**src/rtl/arch_pkg.sv**
```systemverilog
// Shared operand-path definitions for the core: operand width, slot limit
// and the operand scalar type.
package arch_pkg;
    localparam int OPERAND_W = 8;
    localparam int MAX_SLOTS = 8;

    typedef logic [OPERAND_W-1:0] operand_t;
endpackage

```
**src/rtl/operand_compactor.sv**
```systemverilog
// Combinational shift-down network: drops the lowest cons_i slots and moves
// the remaining occupied slots to the bottom, zero-filling vacated slots.
module operand_compactor
    import arch_pkg::*;
#(
    parameter int WIDTH = OPERAND_W,
    parameter int SLOTS = 3,
    parameter int CNT_W = $clog2(SLOTS + 1)
) (
    input  logic [SLOTS*WIDTH-1:0] slots_i,
    input  logic [SLOTS-1:0]       valid_i,
    input  logic [CNT_W-1:0]       cons_i,
    output logic [SLOTS*WIDTH-1:0] slots_o,
    output logic [SLOTS-1:0]       valid_o
);

    // Destination i takes source i+cons; data is masked by valid so that
    // empty slots always read as zero.
    always_comb begin
        slots_o = '0;
        valid_o = '0;
        for (int i = 0; i < SLOTS; i++) begin
            for (int j = 0; j < SLOTS; j++) begin
                if ((j == i + int'(cons_i)) && valid_i[j]) begin
                    valid_o[i]                = 1'b1;
                    slots_o[i*WIDTH +: WIDTH] = slots_i[j*WIDTH +: WIDTH];
                end
            end
        end
    end

endmodule

```
**src/rtl/operand_queue.sv**
```systemverilog
// Ordered operand slots fed by put instructions; a firing op consumes
// op_need operands from the head, then any concurrent put is appended.
module operand_queue
    import arch_pkg::*;
#(
    parameter int WIDTH = OPERAND_W,
    parameter int SLOTS = 3,
    parameter int CNT_W = $clog2(SLOTS + 1)
) (
    input  logic                   clk,
    input  logic                   reset,
    input  logic                   put_en,
    input  logic [WIDTH-1:0]       put_value,
    input  logic                   op_en,
    input  logic [CNT_W-1:0]       op_need,
    input  logic                   clr_err,
    output logic [SLOTS*WIDTH-1:0] slot_data,
    output logic [SLOTS-1:0]       slot_valid,
    output logic [CNT_W-1:0]       count,
    output logic                   full,
    output logic                   ready,
    output logic                   op_stall,
    output logic                   overflow,
    output logic                   underflow
);

    localparam int CW1 = CNT_W + 1;
    typedef logic [CW1-1:0] cnt_ext_t;
    localparam cnt_ext_t SLOTS_EXT = cnt_ext_t'(SLOTS);

    logic [SLOTS*WIDTH-1:0] slots_q, slots_d;
    logic [SLOTS-1:0]       valid_q, valid_d;
    logic [CNT_W-1:0]       count_q, count_d;
    logic                   ovf_q, ovf_d;
    logic                   udf_q, udf_d;

    logic [CNT_W-1:0]       cons;
    cnt_ext_t               after_cons;
    logic                   push_ok;
    logic [SLOTS*WIDTH-1:0] comp_slots;
    logic [SLOTS-1:0]       comp_valid;

    // Extended-width compare so op_need values beyond the slot count
    // simply never become ready.
    assign ready    = {1'b0, count_q} >= {1'b0, op_need};
    assign op_stall = op_en & ~ready;
    assign full     = ({1'b0, count_q} == SLOTS_EXT);

    assign cons       = (op_en && ready) ? op_need : '0;
    assign after_cons = {1'b0, count_q} - {1'b0, cons};
    assign push_ok    = put_en && (after_cons < SLOTS_EXT);

    operand_compactor #(
        .WIDTH (WIDTH),
        .SLOTS (SLOTS),
        .CNT_W (CNT_W)
    ) u_compactor (
        .slots_i (slots_q),
        .valid_i (valid_q),
        .cons_i  (cons),
        .slots_o (comp_slots),
        .valid_o (comp_valid)
    );

    // Append lands in the first free slot after compaction.
    always_comb begin
        slots_d = comp_slots;
        valid_d = comp_valid;
        for (int i = 0; i < SLOTS; i++) begin
            if (push_ok && (after_cons == cnt_ext_t'(i))) begin
                slots_d[i*WIDTH +: WIDTH] = put_value;
                valid_d[i]                = 1'b1;
            end
        end
        count_d = after_cons[CNT_W-1:0] + {{(CNT_W-1){1'b0}}, push_ok};
    end

    // Sticky flags: a new error in the same cycle as clr_err takes priority.
    always_comb begin
        ovf_d = ovf_q;
        udf_d = udf_q;
        if (clr_err) begin
            ovf_d = 1'b0;
            udf_d = 1'b0;
        end
        if (put_en && !push_ok) ovf_d = 1'b1;
        if (op_stall)           udf_d = 1'b1;
    end

    always_ff @(posedge clk) begin
        if (!reset) begin
            slots_q <= '0;
            valid_q <= '0;
            count_q <= '0;
            ovf_q   <= 1'b0;
            udf_q   <= 1'b0;
        end else begin
            slots_q <= slots_d;
            valid_q <= valid_d;
            count_q <= count_d;
            ovf_q   <= ovf_d;
            udf_q   <= udf_d;
        end
    end

    assign slot_data  = slots_q;
    assign slot_valid = valid_q;
    assign count      = count_q;
    assign overflow   = ovf_q;
    assign underflow  = udf_q;

endmodule

```
**config.mk**
```make
export PLATFORM = sky130hd
export DESIGN_NAME = operand_queue
export DESIGN_NICKNAME = d
export VERILOG_FILES = /design/src/rtl/arch_pkg.sv /design/src/rtl/operand_compactor.sv /design/src/rtl/operand_queue.sv
export SDC_FILE = /design/constraint.sdc
export NUM_CORES = 1
export LEC_CHECK = 0
export CORE_ASPECT_RATIO = 0.7
export CORE_MARGIN = 2
export CORE_UTILIZATION = 45
export DETAILED_ROUTE_END_ITERATION = 10
export PLACE_DENSITY = 0.87
export SLEW_MARGIN = 20
export SYNTH_ARGS = -nofsm -noshare
export SYNTH_HDL_FRONTEND = slang
export SYNTH_SLANG_ARGS = --single-unit
```
**constraint.sdc**
```tcl
create_clock -name clk -period 3.5 [get_ports clk]
set_input_delay 0.525 -clock clk [delete_from_list [all_inputs] [get_ports clk]]
set_output_delay 0.525 -clock clk [all_outputs]
set_load 0.01 [all_outputs]
```
==> results of run 1 <==
[cells in the mapped netlist]
cell type                   count  area share
sky130_fd_sc_hd__dfxtp_1       31        0.38
sky130_fd_sc_hd__nor2_1        21       0.048
sky130_fd_sc_hd__nor2b_1       13       0.050
sky130_fd_sc_hd__o21ai_0       10       0.031
sky130_fd_sc_hd__inv_1          9       0.021
sky130_fd_sc_hd__a221oi_1       8       0.043
sky130_fd_sc_hd__a22o_1         8       0.043
sky130_fd_sc_hd__a22oi_1        8       0.037
sky130_fd_sc_hd__nor4b_1        7       0.038
sky130_fd_sc_hd__o32ai_1        7       0.038
sky130_fd_sc_hd__and2_1         4       0.015
sky130_fd_sc_hd__clkbuf_1       4      0.0092
sky130_fd_sc_hd__ha_1           4       0.031
sky130_fd_sc_hd__a21oi_1        3      0.0092
sky130_fd_sc_hd__buf_1          3      0.0069
sky130_fd_sc_hd__o21a_1         3       0.014
sky130_fd_sc_hd__and3_1         2      0.0077
sky130_fd_sc_hd__and3b_1        2       0.011
sky130_fd_sc_hd__nand2_1        2      0.0046
sky130_fd_sc_hd__o31a_1         2       0.011
sky130_fd_sc_hd__a21oi_2        1      0.0054
sky130_fd_sc_hd__a221oi_4       1       0.016
sky130_fd_sc_hd__a311oi_4       1       0.016
sky130_fd_sc_hd__a32oi_1        1      0.0054
sky130_fd_sc_hd__a41oi_1        1      0.0054
sky130_fd_sc_hd__and4b_1        1      0.0061
sky130_fd_sc_hd__buf_2          1      0.0031
sky130_fd_sc_hd__fa_1           1       0.012
sky130_fd_sc_hd__mux2_1         1      0.0069
sky130_fd_sc_hd__nand2b_1       1      0.0038
sky130_fd_sc_hd__nand3_1        1      0.0031
sky130_fd_sc_hd__nand4bb_1      1      0.0069
sky130_fd_sc_hd__nor2_2         1      0.0038
sky130_fd_sc_hd__nor3b_4        1       0.011
sky130_fd_sc_hd__nor4bb_1       1      0.0061
sky130_fd_sc_hd__o21ai_2        1      0.0054
sky130_fd_sc_hd__o21bai_1       1      0.0046
sky130_fd_sc_hd__o311ai_4       1       0.016
sky130_fd_sc_hd__or2_2          1      0.0038
sky130_fd_sc_hd__or3b_4         1      0.0069
sky130_fd_sc_hd__xnor2_1        1      0.0054
[where the power goes]
part           internal [mW]  total (mW)  switching [mW]
logic                  0.517        1.00           0.486
registers              0.442       0.518          0.0755
clock network          0.139       0.262           0.123
[final cells by class]
type                            instances  area share
Multi-Input combinational cell        124      0.3996
Timing Repair Buffer                   72      0.2719
Sequential cell                        31      0.2554
Clock buffer                            7     0.03141
Tap cell                               50     0.02575
Inverter                                9     0.01390
Clock inverter                          1    0.002060
[per-layer routing]
metal,wire (um),vias to the layer above,part of all wire
li1,-,799,-
met1,2297,785,0.48
met2,2111,73,0.44
met3,381,4,0.079
met4,29,0,0.0060
met5,0,-,0
[how the worst max path moves through the flow]
stage	startpoint	end	slack, ps	depth (start not counted)
2_1_floorplan	op_need[1]	slot_data[11]	310	11
3_3_place_gp	op_need[1]	slot_data[10]	-60	12
4_1_cts	op_need[1]	slot_data[9]	70	12
5_1_grt	op_need[1]	slot_data[14]	3	12
3_5_place_dp	op_need[0]	slot_data[9]	-190	11
6_report	op_need[1]	slot_data[9]	160	12
[kinds of logic after synthesis]
| kind of cell | share of synthesized area |
|---|---|
| AO/OA/AOI/OAI | 0.2989 |
| XOR/XNOR | 0.005365 |
| adder cells (fa/ha/maj) | 0.04291 |
| buffers and inverters | 0.03984 |
| flip-flops | 0.3801 |
| multiplexers | 0.006896 |
| AND/OR/NAND/NOR | 0.2261 |
[critical path, cell delays in order]
cell                              delay, ps
sky130_fd_sc_hd__clkdlybuf4s50_1        480
sky130_fd_sc_hd__inv_1                   60
sky130_fd_sc_hd__ha_1                   210
sky130_fd_sc_hd__or3b_4                 400
sky130_fd_sc_hd__and3_1                 180
sky130_fd_sc_hd__ha_1                   190
sky130_fd_sc_hd__fa_2                   570
sky130_fd_sc_hd__nand4bb_1              180
sky130_fd_sc_hd__buf_4                  210
sky130_fd_sc_hd__o311ai_4               150
sky130_fd_sc_hd__nor2_1                 110
sky130_fd_sc_hd__nor4b_2                290
[through the flow]
step	setup slack [ps]	power, mW
floorplan	309.7	1.015
detailed placement	-191.7	1.484
global route	3.020	1.887
finish	159.2	1.783
global placement	-61.49	1.470
CTS	67.41	1.756
[state kept, by name, summed over array words and instances (netlist names)]
register and flops:
slot_data 24, slot_valid 3, count 2, overflow 1
underflow 1
[what timing repair did]
| item | CTS | global route |
|---|---|---|
| resized for setup | 0 | 5 |
| endpoints found under the setup margin | 0 | 7 |
| setup buffers | 0 | 1 |
==> results.rst, run 1 <==
.. list-table::
   :header-rows: 1

   * - Metric
     - Value
   * - Worst Hold Depth
     - 2
   * - Post-CTS Hold Buffers
     - 0
   * - Via count
     - 1661
   * - Ratio of cells with drive above 1 in the final layout
     - 0.1803
   * - FMAX
     - 299.3 MHz
   * - Core region area
     - 3491 um^2
   * - H-tree levels
     - 2
   * - Maximum ir drop on the vdd rail
     - 0.0004250 V
   * - Post-DP HPWL
     - 3.416 mm
   * - Sink of the worst hold path
     - slot_data[1]
   * - Unrepaired setup endpoints after global routing
     - no
   * - Period utilisation layout
     - 0.9545
   * - Final standard cell count with taps included and fillers excluded
     - 294
   * - Die extent in x
     - 76.00 um
   * - Largest fanout on the critical path
     - 9
   * - Required time at the endpoint of the critical path
     - 3690 ps
   * - Commonest non-fill, non-tap cell in the layout
     - sky130_fd_sc_hd__clkdlybuf4s50_1
   * - Number of nets produced by synthesis
     - 192
   * - Drt drc
     - 0
   * - FF-to-FF path depth
     - 11
   * - Number of maximum-capacitance violations
     - 0
   * - Height of the die
     - 54.40 um
   * - Clock tree skew after final layout
     - 6.035 ps
   * - Library cells used by synthesis
     - 41
   * - Initial cell density of the core
     - 0.4677
   * - Area of the mapped netlist
     - 1633 um^2
   * - Number of fillers in the final layout
     - 289
   * - Commonest cells after routing, fill and taps aside
     - sky130_fd_sc_hd__clkdlybuf4s50_1 (48), sky130_fd_sc_hd__dfxtp_1 (31), sky130_fd_sc_hd__buf_4 (24)
   * - Multi-input gate area in the final layout
     - 970.9 um^2
   * - Flip-flop and latch count after synthesis
     - 31
   * - Count of endpoints failing hold in the final timing report
     - 0
   * - Vias per inst
     - 5.650
   * - Via count of the first global-routing pass
     - 1562
   * - Final setup viols
     - 0
   * - Root Buffer
     - sky130_fd_sc_hd__clkbuf_8
   * - Clock tree sinks
     - 31
   * - DRT Wirelength
     - 4.819 mm
   * - Global-route wire length before repair
     - 7.576 mm
   * - Power density normalized to cell area
     - 733.6 nW/um^2
   * - DR iter-0 viols
     - 131
   * - Maximum clock path buffer count
     - 2
   * - Maximum number of pins on one net before global-route repair
     - 32
   * - Overall Global Routing Usage
     - 0.2416
   * - Placed standard-cell area
     - 2317 um^2
   * - Die area
     - 4134 um^2
   * - Boundary Pins
     - 49
   * - Average wire per cell in the routed design
     - 16.39 um
   * - Antenna violations before repair
     - 0
   * - Growth of design area from synthesis to finish
     - 48.81%
   * - Worst-case hold slack
     - 521.9 ps
   * - Worst-case headroom to the max-slew limit
     - 0.4141
   * - Run status
     - completed
   * - Sequential-to-total area share from yosys stat
     - 0.3801
   * - Post-layout net count
     - 263
   * - Grt ovf
     - 0
   * - Hold WC Path Type
     - flip-flop to flip-flop
   * - Instance count of the mapped netlist
     - 172
   * - Mapped Avg Cell Area
     - 9.493 um^2
   * - Synth warnings
     - 0
   * - Site row count
     - 18
   * - Iteration count of the initial detailed-routing pass
     - 4
   * - Final Max Slew Viols
     - 0
   * - Worst hold path startpoint
     - slot_data[1]
   * - Met2 track demand over resource in global routing
     - 0.3929
   * - Total non-filler cell area in the finished layout
     - 2430 um^2
   * - Min Tclk post-route
     - 3341 ps
   * - Type of origin of the critical path
     - input port
   * - Count of antenna diodes in the layout
     - 0
   * - Share of the core filled with cells
     - 0.6961
   * - Gp weighted congestion
     - 0.9074
   * - Leakage power total
     - 0.9115 nW
   * - Storage element area
     - 620.6 um^2
   * - Met1 track demand over resource
     - 0.3222
   * - Clock tree from TritonCTS
     - built
   * - Actual slew at the worst max-slew pin
     - 876.1 ps
   * - FF-to-FF End
     - slot_data[9]
   * - Clock network latency to the later pin of the worst-skew pair
     - 280 ps
   * - Most utilized layer in the global route result
     - met2
   * - Kind of capture point of the worst setup path
     - flip-flop
   * - Global routing met3 resource utilization
     - 0.05941
   * - CTS clock-pin slew for the worst setup and hold paths
     - 60 ps
   * - Total CTS buffers
     - 5
   * - Final TNS setup
     - 0 ps
   * - Worst setup path class
     - input port to flip-flop
   * - Placed Cells incl. Taps
     - 285
   * - Register-to-register setup slack
     - 460 ps
   * - Source of the worst register-to-register timing path
     - count[0]
   * - Data arrival time of the worst path
     - 3530 ps
   * - Count of input and output buffers
     - 48
   * - Count of antenna-violating nets left after detailed routing
     - 0
No activity file was read; power rests on OpenSTA's default activity.
==> inputs of run 2 (changes only) <==
--- a/config.mk
+++ b/config.mk
@@ -5,11 +5,12 @@
 export SDC_FILE = /design/constraint.sdc
 export NUM_CORES = 1
 export LEC_CHECK = 0
+export ABC_AREA = 1
 export CORE_ASPECT_RATIO = 0.7
 export CORE_MARGIN = 2
 export CORE_UTILIZATION = 45
 export DETAILED_ROUTE_END_ITERATION = 10
-export PLACE_DENSITY = 0.87
+export PLACE_DENSITY = 0.85
 export SLEW_MARGIN = 20
 export SYNTH_ARGS = -nofsm -noshare
 export SYNTH_HDL_FRONTEND = slang
==> results.rst, run 2 <==
.. list-table::
   :header-rows: 1

   * - Metric
     - Value
   * - Type of origin of the critical path
     - input port
   * - Commonest non-fill, non-tap cell in the layout
     - sky130_fd_sc_hd__nand2_1
   * - Boundary Pins
     - 49
   * - Mapped Avg Cell Area
     - 6.731 um^2
   * - Iteration count of the initial detailed-routing pass
     - 4
   * - Leakage power total
     - 1.119 nW
   * - Placed Cells incl. Taps
     - 374
   * - Multi-input gate area in the final layout
     - 1016 um^2
   * - Worst-case headroom to the max-slew limit
     - 0.5106
   * - Library cell with the largest summed area after synthesis
     - sky130_fd_sc_hd__dfxtp_1
   * - H-tree levels
     - 2
   * - Maximum number of pins on one net before global-route repair
     - 20
   * - Clock tree from TritonCTS
     - built
   * - Number of buffers and inverters on the critical path
     - 5
   * - Total non-filler cell area in the finished layout
     - 2484 um^2
   * - Drt drc
     - 0
   * - Unrepaired setup endpoints after global routing
     - no
   * - Height of the die
     - 57.56 um
   * - Clock network latency to the later pin of the worst-skew pair
     - 290 ps
   * - Worst setup path class
     - input port to flip-flop
   * - Flip-flop count of the largest register after layout
     - 24
   * - Global-route wire length before repair
     - 7.721 mm
   * - Synth warnings
     - 0
   * - Synth cell count leaders
     - sky130_fd_sc_hd__nand2_1 (82), sky130_fd_sc_hd__inv_1 (39), sky130_fd_sc_hd__nor2_1 (36), sky130_fd_sc_hd__dfxtp_1 (31), sky130_fd_sc_hd__nand3_1 (18)
   * - Post-DP HPWL
     - 3.905 mm
   * - Share of power burned in combinational logic
     - 0.558
   * - Post-synth EDFFs
     - 0
   * - FMAX
     - 313.8 MHz
   * - Die area
     - 4634 um^2
   * - Share of total power in sequential cells
     - 0.283
   * - Sequential-to-total area share from yosys stat
     - 0.3365
   * - Chain of cells forming the critical path
     - clkdlybuf4s50_1 > inv_1 > ha_1 > nand2_1 > nand3_2 > buf_4 > nand3_1 > inv_1 > fa_1 > nand4_2 > buf_4 > nand2_2 > nand3_1 > nand2_1 > nor2_1
   * - Clock tree skew after final layout
     - 5.620 ps
   * - Part of the power in the clock network
     - 0.158
   * - DRT Wirelength
     - 4.954 mm
   * - Period utilisation layout
     - 0.9104
   * - Flip-flop and latch count after synthesis
     - 31
   * - Instance count of the mapped netlist
     - 274
   * - Final setup viols
     - 0
   * - Site row count
     - 19
   * - Core region area
     - 3923 um^2
   * - Post-synthesis async set-or-reset flop share
     - 0
   * - Gp weighted congestion
     - 0.9084
   * - Slowest Stage Delay on Critical Path
     - 590 ps
   * - DR iter-0 viols
     - 167
   * - Cells resized by post-CTS repair
     - 0
   * - Run status
     - completed
   * - Hold WC Path Type
     - flip-flop to flip-flop
   * - Net switching power
     - 0.7816 mW
   * - Count of antenna diodes in the layout
     - 0
   * - Final Max Slew Viols
     - 0
   * - Growth of design area from synthesis to finish
     - 34.67%
   * - Library cells used by synthesis
     - 28
   * - Via count of the first global-routing pass
     - 1687
   * - Standard cell with the maximum stage delay on the critical path
     - sky130_fd_sc_hd__fa_1
   * - Final TNS setup
     - 0 ps
   * - Post-CTS Hold Buffers
     - 0
   * - Maximum ir drop on the vdd rail
     - 0.0004077 V
   * - Data arrival time of the worst path
     - 3360 ps
   * - Ranking of synthesized cells by area
     - sky130_fd_sc_hd__dfxtp_1 (34%), sky130_fd_sc_hd__nand2_1 (17%), sky130_fd_sc_hd__inv_1 (7.9%)
   * - Count of antenna-violating nets left after detailed routing
     - 0
   * - Dominant synthesized flop cell
     - sky130_fd_sc_hd__dfxtp_1
   * - Average wire per cell in the routed design
     - 13.00 um
   * - Min Tclk post-route
     - 3186 ps
   * - Largest fanout on the critical path
     - 10
   * - Clock tree sinks
     - 31
   * - Kind of capture point of the worst setup path
     - flip-flop
   * - Antenna violations before repair
     - 0
   * - Count of endpoints failing hold in the final timing report
     - 0
   * - Ratio of cells with drive above 1 in the final layout
     - 0.1459
   * - Vias per inst
     - 5.031
   * - Via count
     - 1917
   * - Number of maximum-capacitance violations
     - 0
   * - Maximum clock path buffer count
     - 2
   * - Required time at the endpoint of the critical path
     - 3680 ps
   * - CTS clock-pin slew for the worst setup and hold paths
     - 60 ps
   * - Top-area cell type share of the netlist area
     - 0.3365
   * - Die extent in x
     - 80.52 um
   * - Cell family with most CP delay
     - buffers and inverters
   * - Commonest cells after routing, fill and taps aside
     - sky130_fd_sc_hd__nand2_1 (82), sky130_fd_sc_hd__clkdlybuf4s50_1 (48), sky130_fd_sc_hd__inv_1 (39)
   * - Overall Global Routing Usage
     - 0.2262
   * - Post-layout net count
     - 349
   * - Root Buffer
     - sky130_fd_sc_hd__clkbuf_8
   * - Total CTS buffers
     - 5
   * - Count of input and output buffers
     - 48
   * - Number of fillers in the final layout
     - 356
   * - Final standard cell count with taps included and fillers excluded
     - 381
   * - Grt ovf
     - 0
   * - Share of the core filled with cells
     - 0.6332
   * - Leading cell type by number of instances after synthesis
     - sky130_fd_sc_hd__nand2_1
   * - Storage element area
     - 620.6 um^2
   * - Initial cell density of the core
     - 0.4702
   * - Fraction of power spent switching nets
     - 0.4276
   * - Placed standard-cell area
     - 2396 um^2
   * - Int Power
     - 1.046 mW
   * - Area of the mapped netlist
     - 1844 um^2
   * - Power density normalized to cell area
     - 735.9 nW/um^2
   * - Number of nets produced by synthesis
     - 294
   * - Post-CTS Setup Repair Bufs
     - 0
   * - Actual slew at the worst max-slew pin
     - 731.9 ps
[run 2: cell count changes after synthesis, moves of 7 or more]
| cell | delta |
|---|---|
| sky130_fd_sc_hd__nand3_1 | +17 |
| sky130_fd_sc_hd__a22o_1 | -8 |
| sky130_fd_sc_hd__o32ai_1 | -7 |
| sky130_fd_sc_hd__a21oi_2 | +7 |
| sky130_fd_sc_hd__nor4b_1 | -7 |
| sky130_fd_sc_hd__nor2_1 | +15 |
| sky130_fd_sc_hd__o21ai_0 | -9 |
| sky130_fd_sc_hd__nand2_1 | +80 |
| sky130_fd_sc_hd__a21oi_1 | +14 |
| sky130_fd_sc_hd__a22oi_1 | -8 |
| sky130_fd_sc_hd__nor2b_1 | -13 |
| sky130_fd_sc_hd__a221oi_1 | -8 |
| sky130_fd_sc_hd__inv_1 | +30 |
[run 2: layout make-up]
class,count,area share
tap,52,0.02620
inverter,41,0.06196
sequential,31,0.2499
multi-input combinational,194,0.4091
timing repair buffer,56,0.2176
clock buffer,6,0.03325
clock inverter,1,0.002015
[run 2: layer usage]
metal | vias to the layer above | wire, um | global-route usage
li1 | 954 | - | -
met1 | 866 | 2273 | 0.3114
met2 | 87 | 2124 | 0.3310
met3 | 10 | 463 | 0.06329
met4 | 0 | 93 | 0.1017
met5 | - | 0 | 0
[run 2: logic make-up (layout without fill, tap and decap cells)]
family,after synthesis,count (layout),synth area share
and+or+nand+nor,160,160,0.4098
buffers and inverters,49,104,0.1126
DFF,31,31,0.3365
AOI/OAI and AO/OA,28,28,0.09837
adders and majority gates,5,5,0.03799
xor gates and xnor gates,1,1,0.004750
[run 2: stage by stage]
step / worst slack [ps] / power [mW] / hold WS, ps
2_1_floorplan: 551.0 / 1.178 / 487.2
5_1_grt: 141.1 / 1.950 / 506.1
3_5_place_dp: 45.57 / 1.541 / 461.0
3_3_place_gp: 184.5 / 1.508 / 455.6
4_1_cts: 344.7 / 1.839 / 481.2
6_report: 313.7 / 1.828 / 473.6
[run 2: power by group through the flow]
stage	clock network, mW	registers [mW]	logic [mW]
after global routing	0.310	0.531	1.11
final	0.290	0.518	1.02
after detailed placement	0	0.525	1.02
after CTS	0.297	0.518	1.02
after global placement	0	0.522	0.985
after floorplan	0	0.546	0.632
[run 2: path summary, 6_finish.rpt]
kind / from / to / slack [ps] / depth (start not counted)
worst max-delay path: op_need[1] / slot_data[15] / 310 / 15
worst min-delay path: underflow / underflow / 470 / 2
worst max register to register: count[0] / slot_data[15] / 700 / 14
worst min register to register: underflow / underflow / 470 / 2
[run 2: worst min-delay path, stage by stage, from the launching register on]
cell and delay (ps):
sky130_fd_sc_hd__dfxtp_1 310, sky130_fd_sc_hd__nand2_1 60, sky130_fd_sc_hd__a21oi_1 60
==> inputs of run 3 (changes only) <==
--- a/config.mk
+++ b/config.mk
@@ -11,7 +11,7 @@
 export CORE_UTILIZATION = 45
 export DETAILED_ROUTE_END_ITERATION = 10
 export PLACE_DENSITY = 0.85
-export SLEW_MARGIN = 20
+export SLEW_MARGIN = 15
 export SYNTH_ARGS = -nofsm -noshare
 export SYNTH_HDL_FRONTEND = slang
 export SYNTH_SLANG_ARGS = --single-unit
==> results of run 3 <==
No change in the layout: final DEF, timing and power equal those of run 2.
